===== config.mk =====
export PLATFORM = sky130hd
export DESIGN_NAME = alu_issue_stage
export DESIGN_NICKNAME = d
export VERILOG_FILES = /design/src/rtl/alu_pkg.sv /design/src/rtl/alu_issue_decoder.sv /design/src/rtl/alu_issue_stage.sv
export SDC_FILE = /design/constraint.sdc
export NUM_CORES = 1
export LEC_CHECK = 0
export BUFFER_PORTS_ARGS = -buffer_cell sky130_fd_sc_hd__buf_4
export CORE_MARGIN = 8
export CORE_UTILIZATION = 53
export CTS_CLUSTER_SIZE = 16
export DETAILED_ROUTE_END_ITERATION = 6
export PLACE_DENSITY = 0.78
export SYNTH_ARGS = -nofsm -noshare
export SYNTH_HDL_FRONTEND = slang
export SYNTH_SLANG_ARGS = --single-unit

===== constraint.sdc =====
create_clock -name clk -period 2.55 [get_ports clk]
set_input_delay 0.3825 -clock clk [delete_from_list [all_inputs] [get_ports clk]]
set_output_delay 0.3825 -clock clk [all_outputs]
set_load 0.03 [all_outputs]

===== src/rtl/alu_pkg.sv =====
// ---------------------------------------------------------------------------
// alu_pkg
// Shared definitions between the ALU issue stage and the ALU itself.
//   - ALU_OP_W and the ALU_OP_* operation encodings (shared with the ALU)
//   - RV32I major opcode constants used by the issue decoder
//   - issue_payload_t : the decoded payload carried from issue to execute
//   - small immediate-extraction helpers
// ---------------------------------------------------------------------------
package alu_pkg;

  localparam int ALU_OP_W = 4;

  // ALU operation encodings. The ALU decodes exactly these values, so any
  // change here must be made on both sides at once.
  localparam logic [ALU_OP_W-1:0] ALU_OP_ADD  = 4'd0;
  localparam logic [ALU_OP_W-1:0] ALU_OP_SUB  = 4'd1;
  localparam logic [ALU_OP_W-1:0] ALU_OP_XOR  = 4'd2;
  localparam logic [ALU_OP_W-1:0] ALU_OP_AND  = 4'd3;
  localparam logic [ALU_OP_W-1:0] ALU_OP_ANDN = 4'd4;
  localparam logic [ALU_OP_W-1:0] ALU_OP_OR   = 4'd5;
  localparam logic [ALU_OP_W-1:0] ALU_OP_SLL  = 4'd6;
  localparam logic [ALU_OP_W-1:0] ALU_OP_SRL  = 4'd7;
  localparam logic [ALU_OP_W-1:0] ALU_OP_SRA  = 4'd8;
  localparam logic [ALU_OP_W-1:0] ALU_OP_SLT  = 4'd9;
  localparam logic [ALU_OP_W-1:0] ALU_OP_SLTU = 4'd10;
  localparam logic [ALU_OP_W-1:0] ALU_OP_LHS  = 4'd11;
  localparam logic [ALU_OP_W-1:0] ALU_OP_RHS  = 4'd12;

  // RV32I major opcodes handled by this stage.
  localparam logic [6:0] OPC_OP     = 7'b0110011;
  localparam logic [6:0] OPC_OP_IMM = 7'b0010011;
  localparam logic [6:0] OPC_LUI    = 7'b0110111;
  localparam logic [6:0] OPC_AUIPC  = 7'b0010111;

  // funct7 values that select the base and alternate operation groups.
  localparam logic [6:0] F7_BASE = 7'b0000000;
  localparam logic [6:0] F7_ALT  = 7'b0100000;

  // Decoded payload handed to the ALU / execute stage.
  typedef struct packed {
    logic [ALU_OP_W-1:0] op;
    logic [31:0]         lhs;
    logic [31:0]         rhs;
    logic [4:0]          rd;
    logic                wen;
    logic                illegal;
  } issue_payload_t;

  // Sign-extended I-type immediate.
  function automatic logic [31:0] imm_i(input logic [31:0] inst);
    return {{20{inst[31]}}, inst[31:20]};
  endfunction

  // U-type immediate, already shifted into the upper 20 bits.
  function automatic logic [31:0] imm_u(input logic [31:0] inst);
    return {inst[31:12], 12'b0};
  endfunction

  // Zero-extended 5-bit shift amount of the immediate shifts.
  function automatic logic [31:0] imm_shamt(input logic [31:0] inst);
    return {27'b0, inst[24:20]};
  endfunction

endpackage


===== src/rtl/alu_issue_decoder.sv =====
// ---------------------------------------------------------------------------
// alu_issue_decoder
// Purely combinational RV32I integer decode: turns an instruction word plus
// its PC and register read data into an ALU op, operands and writeback
// control.
//
// Ports:
//   inst    in   32  instruction word
//   pc      in   32  instruction PC
//   rs1     in   32  rs1 read data
//   rs2     in   32  rs2 read data
//   payload out      decoded issue_payload_t
//
// Configuration macro: ALU_ISSUE_ANDN_EN
//   defined   : OP funct7=0100000 funct3=111 decodes to ANDN
//   undefined : that encoding is illegal and ALU_OP_ANDN is never produced
// ---------------------------------------------------------------------------
module alu_issue_decoder
  import alu_pkg::*;
(
  input  logic [31:0]    inst,
  input  logic [31:0]    pc,
  input  logic [31:0]    rs1,
  input  logic [31:0]    rs2,
  output issue_payload_t payload
);

  logic [6:0]          opcode;
  logic [2:0]          funct3;
  logic [6:0]          funct7;
  logic [4:0]          rd;

  logic [ALU_OP_W-1:0] op;
  logic [31:0]         lhs;
  logic [31:0]         rhs;
  logic                illegal;

  assign opcode = inst[6:0];
  assign rd     = inst[11:7];
  assign funct3 = inst[14:12];
  assign funct7 = inst[31:25];

  always_comb begin
    op      = ALU_OP_ADD;
    lhs     = '0;
    rhs     = '0;
    illegal = 1'b0;

    case (opcode)
      OPC_OP: begin
        lhs = rs1;
        rhs = rs2;
        if (funct7 == F7_BASE) begin
          case (funct3)
            3'b000: op = ALU_OP_ADD;
            3'b001: op = ALU_OP_SLL;
            3'b010: op = ALU_OP_SLT;
            3'b011: op = ALU_OP_SLTU;
            3'b100: op = ALU_OP_XOR;
            3'b101: op = ALU_OP_SRL;
            3'b110: op = ALU_OP_OR;
            3'b111: op = ALU_OP_AND;
            default: illegal = 1'b1;
          endcase
        end else if (funct7 == F7_ALT) begin
          case (funct3)
            3'b000: op = ALU_OP_SUB;
            3'b101: op = ALU_OP_SRA;
`ifdef ALU_ISSUE_ANDN_EN
            3'b111: op = ALU_OP_ANDN;
`endif
            default: illegal = 1'b1;
          endcase
        end else begin
          illegal = 1'b1;
        end
      end

      OPC_OP_IMM: begin
        lhs = rs1;
        rhs = imm_i(inst);
        case (funct3)
          3'b000: op = ALU_OP_ADD;
          3'b010: op = ALU_OP_SLT;
          3'b011: op = ALU_OP_SLTU;
          3'b100: op = ALU_OP_XOR;
          3'b110: op = ALU_OP_OR;
          3'b111: op = ALU_OP_AND;
          // Immediate shifts reuse the upper immediate bits as funct7, so
          // the operand is only the 5-bit shamt and funct7 must be exact.
          3'b001: begin
            rhs = imm_shamt(inst);
            if (funct7 == F7_BASE) op = ALU_OP_SLL;
            else                   illegal = 1'b1;
          end
          3'b101: begin
            rhs = imm_shamt(inst);
            if (funct7 == F7_BASE)     op = ALU_OP_SRL;
            else if (funct7 == F7_ALT) op = ALU_OP_SRA;
            else                       illegal = 1'b1;
          end
          default: illegal = 1'b1;
        endcase
      end

      OPC_LUI: begin
        op  = ALU_OP_RHS;
        lhs = '0;
        rhs = imm_u(inst);
      end

      OPC_AUIPC: begin
        op  = ALU_OP_ADD;
        lhs = pc;
        rhs = imm_u(inst);
      end

      default: illegal = 1'b1;
    endcase

    // An illegal instruction still flows down the pipe as a harmless ADD of
    // zeros so execute can raise the exception in program order.
    if (illegal) begin
      op  = ALU_OP_ADD;
      lhs = '0;
      rhs = '0;
    end
  end

  always_comb begin
    payload         = '0;
    payload.op      = op;
    payload.lhs     = lhs;
    payload.rhs     = rhs;
    payload.rd      = rd;
    payload.wen     = !illegal && (rd != 5'd0);
    payload.illegal = illegal;
  end

endmodule


===== src/rtl/alu_issue_stage.sv =====
// ---------------------------------------------------------------------------
// alu_issue_stage
// Decode / operand-select stage directly upstream of the ALU. Accepts one
// RV32I integer instruction per handshake, decodes it and presents the ALU
// payload from a registered output. A second (skid) register absorbs the one
// instruction that can arrive while the output is stalled, so in_ready is
// driven straight from a flop.
//
// Ports:
//   clk, rst_n   clock, asynchronous active-low reset
//   flush        drop all buffered and incoming work
//   in_valid     upstream holds a valid instruction
//   in_ready     stage can accept (= !skid_valid, registered)
//   in_inst      instruction word
//   in_pc        instruction PC
//   in_rs1/2     register read data, valid with in_valid
//   out_valid    payload valid
//   out_ready    execute consumes the payload
//   out_op       ALU operation (alu_pkg encoding)
//   out_lhs/rhs  ALU operands
//   out_rd       destination register
//   out_wen      write rd
//   out_illegal  unsupported encoding
//
// Handshake: a transfer happens on a rising edge where valid and ready are
// both high. A producer holding valid keeps its payload stable until that
// edge; out_valid never drops and the output payload never changes while
// out_ready is low.
//
// Configuration macro: ALU_ISSUE_ANDN_EN (see alu_issue_decoder).
// ---------------------------------------------------------------------------
module alu_issue_stage
  import alu_pkg::*;
#(
  parameter int XLEN = 32
) (
  input  logic                clk,
  input  logic                rst_n,
  input  logic                flush,
  input  logic                in_valid,
  output logic                in_ready,
  input  logic [31:0]         in_inst,
  input  logic [XLEN-1:0]     in_pc,
  input  logic [XLEN-1:0]     in_rs1,
  input  logic [XLEN-1:0]     in_rs2,
  output logic                out_valid,
  input  logic                out_ready,
  output logic [ALU_OP_W-1:0] out_op,
  output logic [XLEN-1:0]     out_lhs,
  output logic [XLEN-1:0]     out_rhs,
  output logic [4:0]          out_rd,
  output logic                out_wen,
  output logic                out_illegal
);

  issue_payload_t dec_payload;
  issue_payload_t main_q;
  issue_payload_t skid_q;
  logic           main_valid;
  logic           skid_valid;
  logic           accept;

  alu_issue_decoder u_decoder (
    .inst    (in_inst),
    .pc      (in_pc),
    .rs1     (in_rs1),
    .rs2     (in_rs2),
    .payload (dec_payload)
  );

  // The stage can take a new instruction whenever the skid slot is free,
  // independent of out_ready in the current cycle.
  assign in_ready = !skid_valid;
  assign accept   = in_valid && in_ready;

  // Invariant: skid_valid implies main_valid. The skid slot is only filled
  // while main is occupied and stalled, and it is emptied into main before
  // main can ever go empty, which keeps the two in FIFO order.
  always_ff @(posedge clk or negedge rst_n) begin
    if (!rst_n) begin
      main_valid <= 1'b0;
      skid_valid <= 1'b0;
      main_q     <= '0;
      skid_q     <= '0;
    end else if (flush) begin
      // Flush overrides everything, including an accept in this cycle.
      main_valid <= 1'b0;
      skid_valid <= 1'b0;
    end else if (skid_valid) begin
      // Nothing is accepted while skid is full; move it up when main drains.
      if (out_ready) begin
        main_q     <= skid_q;
        skid_valid <= 1'b0;
      end
    end else if (!main_valid || out_ready) begin
      // Main is empty or draining this edge: new work goes straight to main.
      main_valid <= accept;
      if (accept) begin
        main_q <= dec_payload;
      end
    end else if (accept) begin
      // Main is full and stalled: park the incoming instruction in skid.
      skid_q     <= dec_payload;
      skid_valid <= 1'b1;
    end
  end

  assign out_valid   = main_valid;
  assign out_op      = main_q.op;
  assign out_lhs     = main_q.lhs;
  assign out_rhs     = main_q.rhs;
  assign out_rd      = main_q.rd;
  assign out_wen     = main_q.wen;
  assign out_illegal = main_q.illegal;

endmodule


# Word-level counts from Yosys, hierarchy flattened
# Memories as Yosys holds them, arrays and structs flattened.
# Index checks and enable logic that the tools add are counted.
# totals
romBits	32
register_bits	152
inputBits	133
wordCells	85
memories	1
output_inout_bits	77
# mem_list
memory	words	word_bits	read_ports	rd_ports_with_merged_regs	wr	line_no	text
(name not given)	8	4	1	0	0	alu_issue_decoder.sv:54	case (funct3)
# op_classes
n_reduce_logical	19
eq_ne	14
bitwise_logic	3
n_mux	34
# op_table
cell	count
two-way mux 75 bit	4
two-way mux 32 bit	3
one-hot mux 32 bit (3 select lines)	1
one-hot mux 32 bit (2 select lines)	1
one-hot mux 4 bit (8 select lines)	1
== test 7 x 6 -> 1 bit, second input constant	3
two-way mux 4 bit	5
== test 7 x 5 -> 1 bit, second input constant	2
two-way mux 1 bit	14
== test 3 bit, second input constant	4
one-hot mux 4 bit (3 select lines)	1
one-hot mux 4 bit (2 select lines)	1
AND reduction 4 bit	2
OR reduction 2 bit	4
logical NOT 7 bit	1
== test 3 x 2 -> 1 bit, second input constant	2
nonzero test 2 bit	3
nonzero test 5 bit	1
inequality test 2 bit, second input constant	2
== test 3 x 1 -> 1 bit, second input constant	1
logical NOT 1 bit	3
logical NOT 3 bit	1
two-way mux 3 bit	1
inverter 1 bit	3
other kinds (5)	6

# Longest topological paths before layout
# Gate-level depths: netlist (run 1).
# logic_depth
word_depth	11
mapped_depth	9

# Modules after synthesis
# From an unflattened synthesis (run 1), not the netlist that was laid out.
# hier_totals
hier_cells	664
hier_area_um2	7978.9
# modules_own_cells
module	cells_per_inst	n_inst	seq_area_each_um2	area_per_inst_um2
alu_issue_stage	413	1	3803.6	6561.3
alu_issue_decoder	251	1	0.0	1417.6

# Worst setup path after synthesis (run 1)
# Ideal clock, no wire load.
# synth_timing
kind	in2reg
startpoint	input in_inst[26]
endpoint	register skid_q[26] in the netlist's numbering
path_slack_ns	0.243
cell_stages	7
t_arrival_ns	2.215
path_cell_list	or4_4 a211o_1 and2_1 or3_1 buf_4 buf_6 o31ai_2
# synth_between
elab_chain_len	6
word_cells_on_any_way	10
# synth_lines
item	line_no	text
start, declared	alu_issue_stage.sv:42	input logic [31:0] in_inst,
== test 7 x 6 -> 1 bit	alu_issue_decoder.sv:65, alu_issue_decoder.sv:99	
two-way mux 1 bit	alu_issue_decoder.sv:99	else if (funct7 == F7_ALT) op = ALU_OP_SRA;
two-way mux 1 bit	alu_issue_decoder.sv:98	if (funct7 == F7_BASE) op = ALU_OP_SRL;
one-hot mux 1 bit (2 select lines)	alu_issue_decoder.sv:82	case (funct3)
one-hot mux 1 bit (3 select lines) (*)	alu_issue_decoder.sv:49	case (opcode)
two-way mux 32 bit (*)	alu_issue_decoder.sv:123	if (illegal) begin
end signal, assigned	alu_issue_stage.sv:103	skid_q <= dec_payload;
end, declared	alu_issue_stage.sv:58	issue_payload_t skid_q;
# Mark *: on every way between the ends. The rest lies on a longest branch, timed or not.
# A chain may end at the register's enable or synchronous reset.

# Final worst setup path (run 1)
# layout_timing
startpoint	register skid_valid
endpoint	output in_ready
# layout_between
elab_chain_len	1
# layout_lines
item	line_no	text
start, declared	alu_issue_stage.sv:60	logic skid_valid;
start signal, assigned	alu_issue_stage.sv:82	skid_valid <= 1'b0;
start signal, assigned	alu_issue_stage.sv:88	skid_valid <= 1'b0;
start signal, assigned	alu_issue_stage.sv:93	skid_valid <= 1'b0;
logical NOT 1 bit	alu_issue_stage.sv:73	assign in_ready = !skid_valid;
end, declared	alu_issue_stage.sv:41	output logic in_ready,
# No other way between the ends.

==> impl_results.md, run 1 <==
- Crit. End Element: output pin
- Synth top area share: 0.493
- CTS tree: done
- Post-DRT Antenna Nets: 0
- Fill count: between 1000 and 1500
- Post-synth EDFFs: 0
- Largest stage delay, worst path: 0.53 ns
- Routability congestion estimate: a little over 0.9
- Later-pin clock latency in the skew report: roughly 0.42 ns
- Iteration-0 DRC Markers: around 540
- Pleak: 4.54 nW
- Final Power: between 6 and 7 mW
- Type of the worst setup path: reg2out
- Slowest cell on crit path: buf_4
- Syn Nets: around 920
- Largest net degree at the start of global routing: between 90 and 100
- Reg clk slew, reported paths: approximately 0.060 ns
- DRT Pass-1 Iters: 5
- Worst hold margin: around 0.14 ns
- Tcrit/Tclk final: 0.859
- DRC: 0
- Initial antenna violation count: 2
- Most frequent cells after synthesis: dfrtp_1, nand2_1, a21oi_1
- Tot GR Track Use: 0.252
- RSZ-0062 raised after global routing: no
- Setup total negative slack: 0 ns
- Clock root cell: clkbuf_16
- Initial Utilization: 0.536
- Final core occ: 0.713
- Final Hold Viols: 0
- Register area share after synthesis: 0.493
- Total gr overflow: 0
- Via count: 6951
- Mapped Avg Cell Area: between 9 and 10 µm²
- CP cell instances: buf_4, inv_1, buf_4
- Worst slew pin tran: 1.16 ns
- Post-CTS Hold Buffers: 1
- Clk buf depth: 2
- HP Class: in2reg
- Die Wd: about 140 µm
- CTS Sinks: around 150
- Synth cell types: 52
- Pwr/cell area: around 670 nW/µm²
- Final setup viols: 0
- Skew final: about 0.0065 ns
- FF-to-FF setup slack: 0.45 ns
- Synth Warn #: 0
- Register bit total from synthesis: between 150 and 200
- Crit path DAT: 1.81 ns
- Syn Inst Count: about 790
- Most common cell in the synthesized netlist: dfrtp_1
- Routed WL: 23400 µm
- Cts bufs inserted: 17
- Wire per inst: 19.9 µm
- Cell Rows: 44
- Max-Cap Viols: 0
- Slew HR: 0.229
- Post-DP HPWL: around 16000 µm
- Port Buf Inserts: between 200 and 250
- Max Clk Rate: 456 MHz
- First-pass GRT wire length: between 30000 and 40000 µm
- Post-synth top area cell: dfrtp_1
- WP data required: 2.17 ns
- Final slew viol count: 0
- Crit path max-delay family: buffers and inverters
- Status: finished clean
- I/O Pins: 210
- Crit-path max FO: between 50 and 60
- H-tree depth: 4
- Die area: around 19000 µm²
- Vias in the first global route: 7104
- Post-synth ARST share: 1.00
- Post-Syn Area: 7710 µm²
- Post-CTS setup buffers: 0
- Worst path bufs/invs: 3
- Post_cts resized: 0
- Layout Nets: around 1100
- Via density: just under 6
- Die Height: around 140 µm
- Critical Path Source Type: flip-flop
- Worst slack, placed: -0.00900 ns
- Core Region: 14400 µm²
- Layout area overhead: 32.9%
- Final setup margin: 0.358 ns
- Layout cells sized above 1: 0.342
- Maximum vdd drop: 572 µV
- Synth area leaders: dfrtp_1, o31ai_2, a21oi_1, o21a_1, nand2_1
- Top cell by count, worst path: buf_4
- Tmin final: ~2.2 ns
- Main synth FF type: dfrtp_1
-- state kept, by name, summed over array words and instances (netlist names) --
signal and count:
out_valid 1, out_op 4, out_rd 5, out_illegal 1, out_rhs 32, skid_valid 1, out_lhs 32, skid_q 75
out_wen 1
-- per-stage QoR --
stage | cell area [µm²] | std cells
floorplan | 7710 | 786
global placement | 9610 | 1143
detailed placement | 9610 | 1143
CTS | 10200 | 1175
global route | 10200 | 1177
finish | 10200 | 1177
-- logic make-up after synthesis --
family	count (synthesis)	synth area share
buffers and inverters	78	0.0445
and+or+nand+nor	168	0.0988
muxes	13	0.0170
adders and majority gates	5	0.00812
AOI/OAI and AO/OA	370	0.338
DFF	152	0.493
-- per-layer routing --
metal,wire (µm),global-route usage,vias up
met5,0,0,-
met4,298,0.0702,0
met3,1540,0.0576,20
met2,11600,0.411,237
met1,9970,0.330,3405
li1,-,-,3289
-- worst reg2reg max path: stages (launching register included) --
cell      delay [ns]
dfrtp_2         0.44
or2_1           0.29
a211oi_4        0.38
nand2_1         0.08
or4_1           0.42
buf_4           0.21
o22ai_1         0.19
-- power by group --
group | switching, mW | internal (mW) | total, mW
Combinational | 0.847 | 0.588 | 1.44
Clock | 0.997 | 1.66 | 2.66
Sequential | 0.126 | 2.62 | 2.75
-- layout by cell type, fill, tap and decap left out, types with 3 or more instances in the layout --
cell type,n
a21oi_1,99
a22o_1,19
a22oi_1,33
and3_1,4
buf_12,8
buf_4,236
bufinv_16,4
clkbuf_16,17
clkinvlp_4,3
dfrtp_1,151
ha_1,5
inv_1,6
mux2i_1,12
nand2_1,101
nand2b_1,4
nand3_1,5
nor2_1,22
nor3b_1,6
nor4_1,4
o21a_1,52
o21ai_0,12
o21ai_1,72
o22ai_1,11
o31ai_1,4
o31ai_2,50
or4_1,3
-- layout make-up --
cell class,count,area [µm²],share of cell area
Antenna cell,2,5.00,0.000489
Clock buffer,20,447,0.0436
Clock inverter,11,174,0.0170
Inverter,6,22.5,0.00220
Multi-Input combinational cell,556,3600,0.352
Sequential cell,152,3800,0.372
Tap cell,184,230,0.0225
Timing Repair Buffer,246,1950,0.191
-- path summary, 6_finish.rpt --
check | endpoint | startpoint | cells past startpoint
worst max-delay path | in_ready | skid_valid | 3
worst min-delay path | skid_valid | out_ready | 2
worst max register to register | out_rhs[3] | skid_valid | 6
worst min register to register | skid_q[38] | skid_q[38] | 2
max in group asynchronous | out_lhs[13] | rst_n | 3
min in group asynchronous | out_rhs[28] | rst_n | 2
Power figures use the tool's default switching activity.
==> run 2, diff against run 1 <==
--- a/config.mk
+++ b/config.mk
@@ -6,6 +6,7 @@
 export NUM_CORES = 1
 export LEC_CHECK = 0
 export BUFFER_PORTS_ARGS = -buffer_cell sky130_fd_sc_hd__buf_4
+export CORE_ASPECT_RATIO = 0.9
 export CORE_MARGIN = 8
 export CORE_UTILIZATION = 53
 export CTS_CLUSTER_SIZE = 16
==> run 2 against run 1 <==
First-iteration DRC count grew 23%. Utilization shrank 0.30 points. Via count grew 0.32%. Largest power group unchanged.
==> impl_results.md, run 2 (same netlist as run 1, synthesis figures left out) <==
- Status: finished clean
- Die area: 18700 µm² (about the same)
- Via density: 5.88 (-0.36%)
- Total gr overflow: 0 (unchanged)
- DRT Pass-1 Iters: 6 (+1)
- Clock power frac: 0.388 (about the same)
- Worst slew pin tran: 1.04 ns (-0.116 ns)
- CTS Sinks: 152 (unchanged)
- Later-pin clock latency in the skew report: 0.42 ns (about the same)
- First-pass GRT wire length: 35900 µm (-3.5%)
- Largest register by flop count: skid_q
- DRC: 0 (unchanged)
- HP Class: in2reg
- Cell internal pwr: 4.93 mW (+1.2%)
- CTS tree: done
- Max-Cap Viols: 0 (unchanged)
- Iteration-0 DRC Markers: 663 (+23%)
- Comb power frac: 0.210 (about the same)
- Setup total negative slack: 0 ns (unchanged)
- Psw: 1.90 mW (-3.6%)
- Worst hold margin: 0.155 ns (+0.0107 ns)
- WP data required: 2.91 ns (+0.74 ns)
- Post-DRT Antenna Nets: 0 (unchanged)
- Crit-path max FO: 53 (+3.9%)
- Sequential fraction of design power: 0.402 (about the same)
- Post_cts resized: 0 (unchanged)
- Placed Cells: 1155 (+1.0%)
- Reg clk slew, reported paths: 0.06 ns (about the same)
- Crit path DAT: 2.52 ns (+0.71 ns)
- RSZ-0062 raised after global routing: no
- Commonest cells after routing, fill and taps aside: buf_4, dfrtp_1, nand2_1
- Die Height: 130 µm (-4.5%)
- Worst Hold Depth: 2 (unchanged)
- Worst R2R End: out_rhs[6]
- Post-DP HPWL: 15500 µm (-1.8%)
- Max FFs per register: 75 (unchanged)
- Layout area overhead: 33.0%
- End of the worst hold path: skid_valid
- Initial Utilization: 0.533 (-0.00307)
- Clk buf depth: 2 (unchanged)
- Switching Share: 0.278 (-0.00986)
- R2r worst-path depth: 6 (unchanged)
- H-tree depth: 4 (unchanged)
- Critical Path Source Type: primary input
- Initial antenna violation count: 0 (-2)
- Layout Nets: 1115 (-0.18%)
- Via count: 6973 (+0.32%)
- Slew HR: 0.306 (+0.0773)
- Final slew viol count: 0 (unchanged)
- Max Clk Rate: 462 MHz (+1.2%)
- Final Hold Viols: 0 (unchanged)
- FF-to-FF setup slack: 0.50 ns (+0.05 ns)
- Fill count: 1099 (-1.7%)
- Pleak: 4.54 nW (about the same)
- I/O Pins: 210 (unchanged)
- Finished Cell Area: 10300 µm² (+0.15%)
- Most common cell after layout, fill and taps aside: buf_4
- Layout cells sized above 1: 0.338 (-0.00368)
- Hold path start: out_ready
- Die Wd: 143 µm (+4.8%)
- Pwr/cell area: 665 nW/µm² (-0.37%)
- Largest net degree at the start of global routing: 84 (-11%)
- Tot GR Track Use: 0.245 (-0.00717)
- Routability congestion estimate: 0.848 (-8.6%)
- Skew final: 0.00460 ns (-0.00189 ns)
- Port Buf Inserts: 209 (unchanged)
- Wire per inst: 19.3 µm (-3.1%)
- Cell Rows: 42 (-4.5%)
- Clock root cell: clkbuf_16
- Diode count: 0 (-2)
- Type of the worst setup path: in2reg
- Non-Filler Instances: 1185 (+0.68%)
- Vias in the first global route: 6794 (-4.4%)
- Tcrit/Tclk final: 0.849 (-0.0102)
- RR Startpoint: skid_valid
- Area of placed instances: 9630 µm² (+0.29%)
- Cts bufs inserted: 17 (unchanged)
- Post-CTS setup buffers: 0 (unchanged)
- Crit. End Element: flip-flop
- Maximum vdd drop: 503 µV (-12%)
- Final setup viols: 0 (unchanged)
- Core Region: 14500 µm² (+0.57%)
- Post-CTS Hold Buffers: 1 (unchanged)
- Tmin final: 2.17 ns (-0.0259 ns)
- Routed WL: 22800 µm (-2.4%)
run 2: cell count changes in the layout (fill, tap and decap cells not counted):
cell	change
clkinv_4	-1
clkinvlp_4	-2
clkinv_2	+1
clkbuf_1	+1
bufinv_16	+1
diode_2	-2
inv_6	-1
buf_4	-4
buf_12	+2
clkbuf_8	-1
run 2: how the worst max path moves through the flow:
stage                           start     endpoint  slack, ns  cells past startpoint
final                     in_inst[26]  out_rhs[27]       0.38                      7
after global routing      in_inst[26]  out_rhs[27]       0.34                      7
after CTS                 in_inst[26]   skid_q[70]       0.41                      7
after detailed placement  in_inst[26]   out_rhs[6]      -0.04                      7
after global placement    in_inst[26]  out_rhs[12]       0.03                      7
after floorplan           in_inst[26]   skid_q[26]       0.24                      7
run 2: cell type report:
cell class / count / area (µm²) / share of cell area
Inverter: 6 / 22.5 / 0.00220
Clock inverter: 9 / 176 / 0.0172
Sequential cell: 152 / 3800 / 0.371
Timing Repair Buffer: 244 / 1960 / 0.191
Multi-Input combinational cell: 556 / 3600 / 0.351
Clock buffer: 20 / 437 / 0.0426
Tap cell: 198 / 248 / 0.0242
run 2: worst max-delay path, stage by stage:
cell and delay [ns]:
buf_4 0.13, or4_4 0.57, o31a_1 0.37, a2111o_2 0.48
buf_12 0.19, o21ai_1 0.22, o21a_1 0.14
run 2: layer usage:
| metal | track usage | up-vias | part of all wire |
|---|---|---|---|
| li1 | - | 3278 | - |
| met1 | 0.330 | 3364 | 0.43 |
| met2 | 0.375 | 303 | 0.47 |
| met3 | 0.0668 | 28 | 0.077 |
| met4 | 0.0855 | 0 | 0.019 |
| met5 | 0 | - | 0 |
run 2: power by group through the flow:
stage	Sequential [mW]	Combinational, mW	Clock [mW]
floorplan	3.13	0.398	0
global placement	2.77	1.42	0
detailed placement	2.78	1.44	0
CTS	2.74	1.44	2.68
global route	2.77	1.53	2.77
finish	2.74	1.43	2.65
run 2: metrics by stage:
| stage | util | setup slack (ns) | total power, mW |
|---|---|---|---|
| final | 0.710 | 0.384 | 6.83 |
| after global routing | 0.710 | 0.338 | 7.07 |
| after CTS | 0.710 | 0.413 | 6.87 |
| after detailed placement | 0.667 | -0.0357 | 4.22 |
| after global placement | 0.667 | 0.0343 | 4.20 |
| after floorplan | - | 0.243 | 3.53 |
==> run 3, diff against run 2 <==
--- a/config.mk
+++ b/config.mk
@@ -5,13 +5,14 @@
 export SDC_FILE = /design/constraint.sdc
 export NUM_CORES = 1
 export LEC_CHECK = 0
+export ABC_AREA = 1
 export BUFFER_PORTS_ARGS = -buffer_cell sky130_fd_sc_hd__buf_4
 export CORE_ASPECT_RATIO = 0.9
 export CORE_MARGIN = 8
-export CORE_UTILIZATION = 53
+export CORE_UTILIZATION = 48
 export CTS_CLUSTER_SIZE = 16
 export DETAILED_ROUTE_END_ITERATION = 6
-export PLACE_DENSITY = 0.78
+export PLACE_DENSITY = 0.74
 export SYNTH_ARGS = -nofsm -noshare
 export SYNTH_HDL_FRONTEND = slang
 export SYNTH_SLANG_ARGS = --single-unit
==> constraint.sdc (replaced) <==
create_clock -name clk -period 1.75 [get_ports clk]
set_input_delay 0.2625 -clock clk [delete_from_list [all_inputs] [get_ports clk]]
set_output_delay 0.2625 -clock clk [all_outputs]
set_load 0.03 [all_outputs]
==> run 3 against run 2 <==
Non-clock buffer count increased by 29. Register-to-register slack got worse by 0.31 ns. Final cell count increased by 29%. Synthesized area increased by 2.4%. Hold slack got worse by 0.089 ns. Synthesized cell count increased by 40%. Final area increased by 3.9%. Wire length increased by 8.1%. First-iteration DRC count unchanged. Sequential cell count unchanged. Critical endpoint is now in_ready. Largest cell class unchanged.
==> impl_results.md, run 3 <==
- Grt met2 use: 0.380 (+0.00486)
- Critical Path Source Type: flip-flop
- Layout Nets: 1449 (+30%)
- Synth cell types: 27 (-48%)
- Final Hold Viols: 0 (unchanged)
- Initial antenna violation count: 0 (unchanged)
- Status: finished clean
- Total gr overflow: 0 (unchanged)
- Largest register by flop count: skid_q
- Max-Cap Viols: 0 (unchanged)
- Later-pin clock latency in the skew report: 0.42 ns (about the same)
- Clock root cell: clkbuf_16
- Post-Syn Area: 7890 µm² (+2.4%)
- Via density: 5.31 (-9.8%)
- H-tree depth: 4 (unchanged)
- CTS tree: done
- Final slew viol count: 0 (unchanged)
- RSZ-0062 raised after global routing: no
- Post-synth ARST share: 1.00 (unchanged)
- Layout cells sized above 1: 0.237 (-0.101)
- Die Height: 138 µm (+5.6%)
- Tmin final: 1.62 ns
- Area of placed instances: 10000 µm² (+3.8%)
- Worst slew pin tran: 0.521 ns (-0.520 ns)
- Port Buf Inserts: 209 (unchanged)
- Max Clk Rate: 616 MHz
- Pleak: 5.82 nW (+28%)
- Register bit total from synthesis: 152 (unchanged)
- Crit path max-delay family: buffers and inverters
- Most common cell in the synthesized netlist: nand2_1
- Final core occ: 0.660 (-0.0494)
- Core Region: 16100 µm² (+12%)
- CP cell instances: clkinv_2, buf_12, buf_4
- Met3 Usage GRT: 0.0486 (-0.0182)
- Final setup viols: 0 (unchanged)
- WP data required: 1.49 ns (-1.42 ns)
- Diode count: 0 (unchanged)
- Most common cell after layout, fill and taps aside: nand2_1
- CTS Sinks: 152 (unchanged)
- Cell Rows: 44 (+4.8%)
- Clk buf depth: 2 (unchanged)
- Post-DRT Antenna Nets: 0 (unchanged)
- Synth top area share: 0.482 (-0.0115)
- Vias in the first global route: 7772 (+14%)
- Largest stage delay, worst path: 0.43 ns (-0.14 ns)
- Layout area overhead: 35.0%
- Die Wd: 151 µm (+5.6%)
- Worst path bufs/invs: 3 (+1)
- Crit path DAT: 1.36 ns (-1.16 ns)
- Routability congestion estimate: 0.898 (+5.9%)
- Reg clk slew, reported paths: 0.06 ns (about the same)
- Cts bufs inserted: 17 (unchanged)
- Crit. End Element: output pin
- Finished Cell Area: 10700 µm² (+3.9%)
- Synth area leaders: dfrtp_1, nand2_1, nand3_1, a21oi_1, nor2_1
- Routing usage on met1: 0.322 (-0.00812)
- Register area share after synthesis: 0.482 (-0.0115)
- DRC: 0 (unchanged)
- Via count: 8121 (+16%)
- HP Class: in2reg
- Maximum vdd drop: 627 µV (+25%)
- Syn Nets: 1235 (+34%)
- Slew HR: 0.653 (+0.347)
- Crit-path max FO: 41 (-23%)
- Routed WL: 24700 µm (+8.1%)
- DRT Pass-1 Iters: 7 (+1)
- Wire per inst: 16.1 µm (-16%)
- Slowest cell on crit path: dfrtp_2
- Tcrit/Tclk final: 0.928
- Most frequent cells after synthesis: nand2_1, dfrtp_1, nand3_1
- Post-synth EDFFs: 0 (unchanged)
- Mapped Avg Cell Area: 7.19 µm² (-27%)
- Die area: 20800 µm² (+11%)
- Layer with the highest usage: met2
- Initial Utilization: 0.489 (-0.0441)
- Largest net degree at the start of global routing: 56 (-33%)
- Post-synth top area cell: dfrtp_1
- Max FFs per register: 75 (unchanged)
- Pwr/cell area: 902 nW/µm² (+36%)
- Syn Inst Count: 1097 (+40%)
- I/O Pins: 210 (unchanged)
- Main synth FF type: dfrtp_1
- Skew final: 0.00837 ns (+0.00377 ns)
- First-pass GRT wire length: 39500 µm (+9.9%)
- Commonest cells after routing, fill and taps aside: nand2_1, buf_4, dfrtp_1
- Post-DP HPWL: 17300 µm (+12%)
- Synth Warn #: 0 (unchanged)
- Type of the worst setup path: reg2out
- Iteration-0 DRC Markers: 663 (unchanged)
- Tot GR Track Use: 0.239 (-0.00621)
[run 3: worst min-delay path: cells and delay by family]
family                 cells  cell delay, ns
buffers and inverters      1            0.09
and+or+nand+nor            2            0.10
[run 3: what timing repair did]
action | 4_1_cts | 5_1_grt
endpoints found under the setup margin | 0 | 2
resized for setup | 0 | 1
hold buffers | 1 | 0
setup buffers | 0 | 3
endpoints found under the hold margin | 44 | 0
[run 3: per-layer routing]
metal / up-vias / part of all wire / wire [µm]
li1: 3968 / - / -
met5: - / 0 / 0
met4: 0 / 0.015 / 361
met3: 28 / 0.074 / 1810
met1: 3824 / 0.44 / 10800
met2: 301 / 0.47 / 11700
[run 3: final timing paths]
| kind | start | to | slack (ns) | cells past startpoint |
|---|---|---|---|---|
| hold / removal | in_inst[7] | skid_q[2] | 0.07 | 3 |
| setup reg to reg | out_valid | out_lhs[0] | 0.19 | 8 |
| max in group asynchronous | rst_n | skid_q[59] | 0.75 | 3 |
| setup / recovery | skid_valid | in_ready | 0.13 | 3 |
| min in group asynchronous | rst_n | out_rhs[17] | 0.37 | 2 |
| hold reg to reg | skid_q[53] | skid_q[53] | 0.48 | 2 |
[run 3: cells by family after synthesis]
logic type | after synthesis | synth area share
AO/OA/AOI/OAI | 158 | 0.107
buffers and inverters | 112 | 0.0575
AND/OR/NAND/NOR | 670 | 0.346
adder cells (fa/ha/maj) | 5 | 0.00793
flip-flops | 152 | 0.482
[run 3: cell type report]
class	count	area [µm²]
clock inverters	11	145
flip-flops and latches	152	3800
fillers	1360	5480
well taps	207	259
inverters	34	129
clock buffers	20	467
multi-input cells	833	3650
repair buffers	273	2200
[run 3: stage by stage]
| stage | cells | power (mW) | setup WS [ns] | setup TNS, ns | hold slack [ns] |
|---|---|---|---|---|---|
| after floorplan | 1097 | 4.89 | 0.0636 | 0 | -0.0331 |
| after global placement | 1495 | 5.80 | -0.0684 | -1.64 | 0.247 |
| after detailed placement | 1495 | 5.82 | -0.137 | -5.16 | 0.253 |
| after CTS | 1527 | 9.66 | 0.114 | 0 | 0.0534 |
| after global routing | 1530 | 9.99 | 0.0606 | 0 | 0.0622 |
| final | 1530 | 9.60 | 0.127 | 0 | 0.0662 |
[run 3: report_power, final]
| part | total (mW) | internal (mW) | leakage (nW) | switching, mW |
|---|---|---|---|---|
| Combinational | 1.83 | 0.727 | 3.51 | 1.10 |
| Clock | 3.85 | 2.35 | 0.306 | 1.50 |
| Sequential | 3.92 | 3.77 | 2.00 | 0.150 |
| Total | 9.60 | 6.85 | 5.82 | 2.75 |
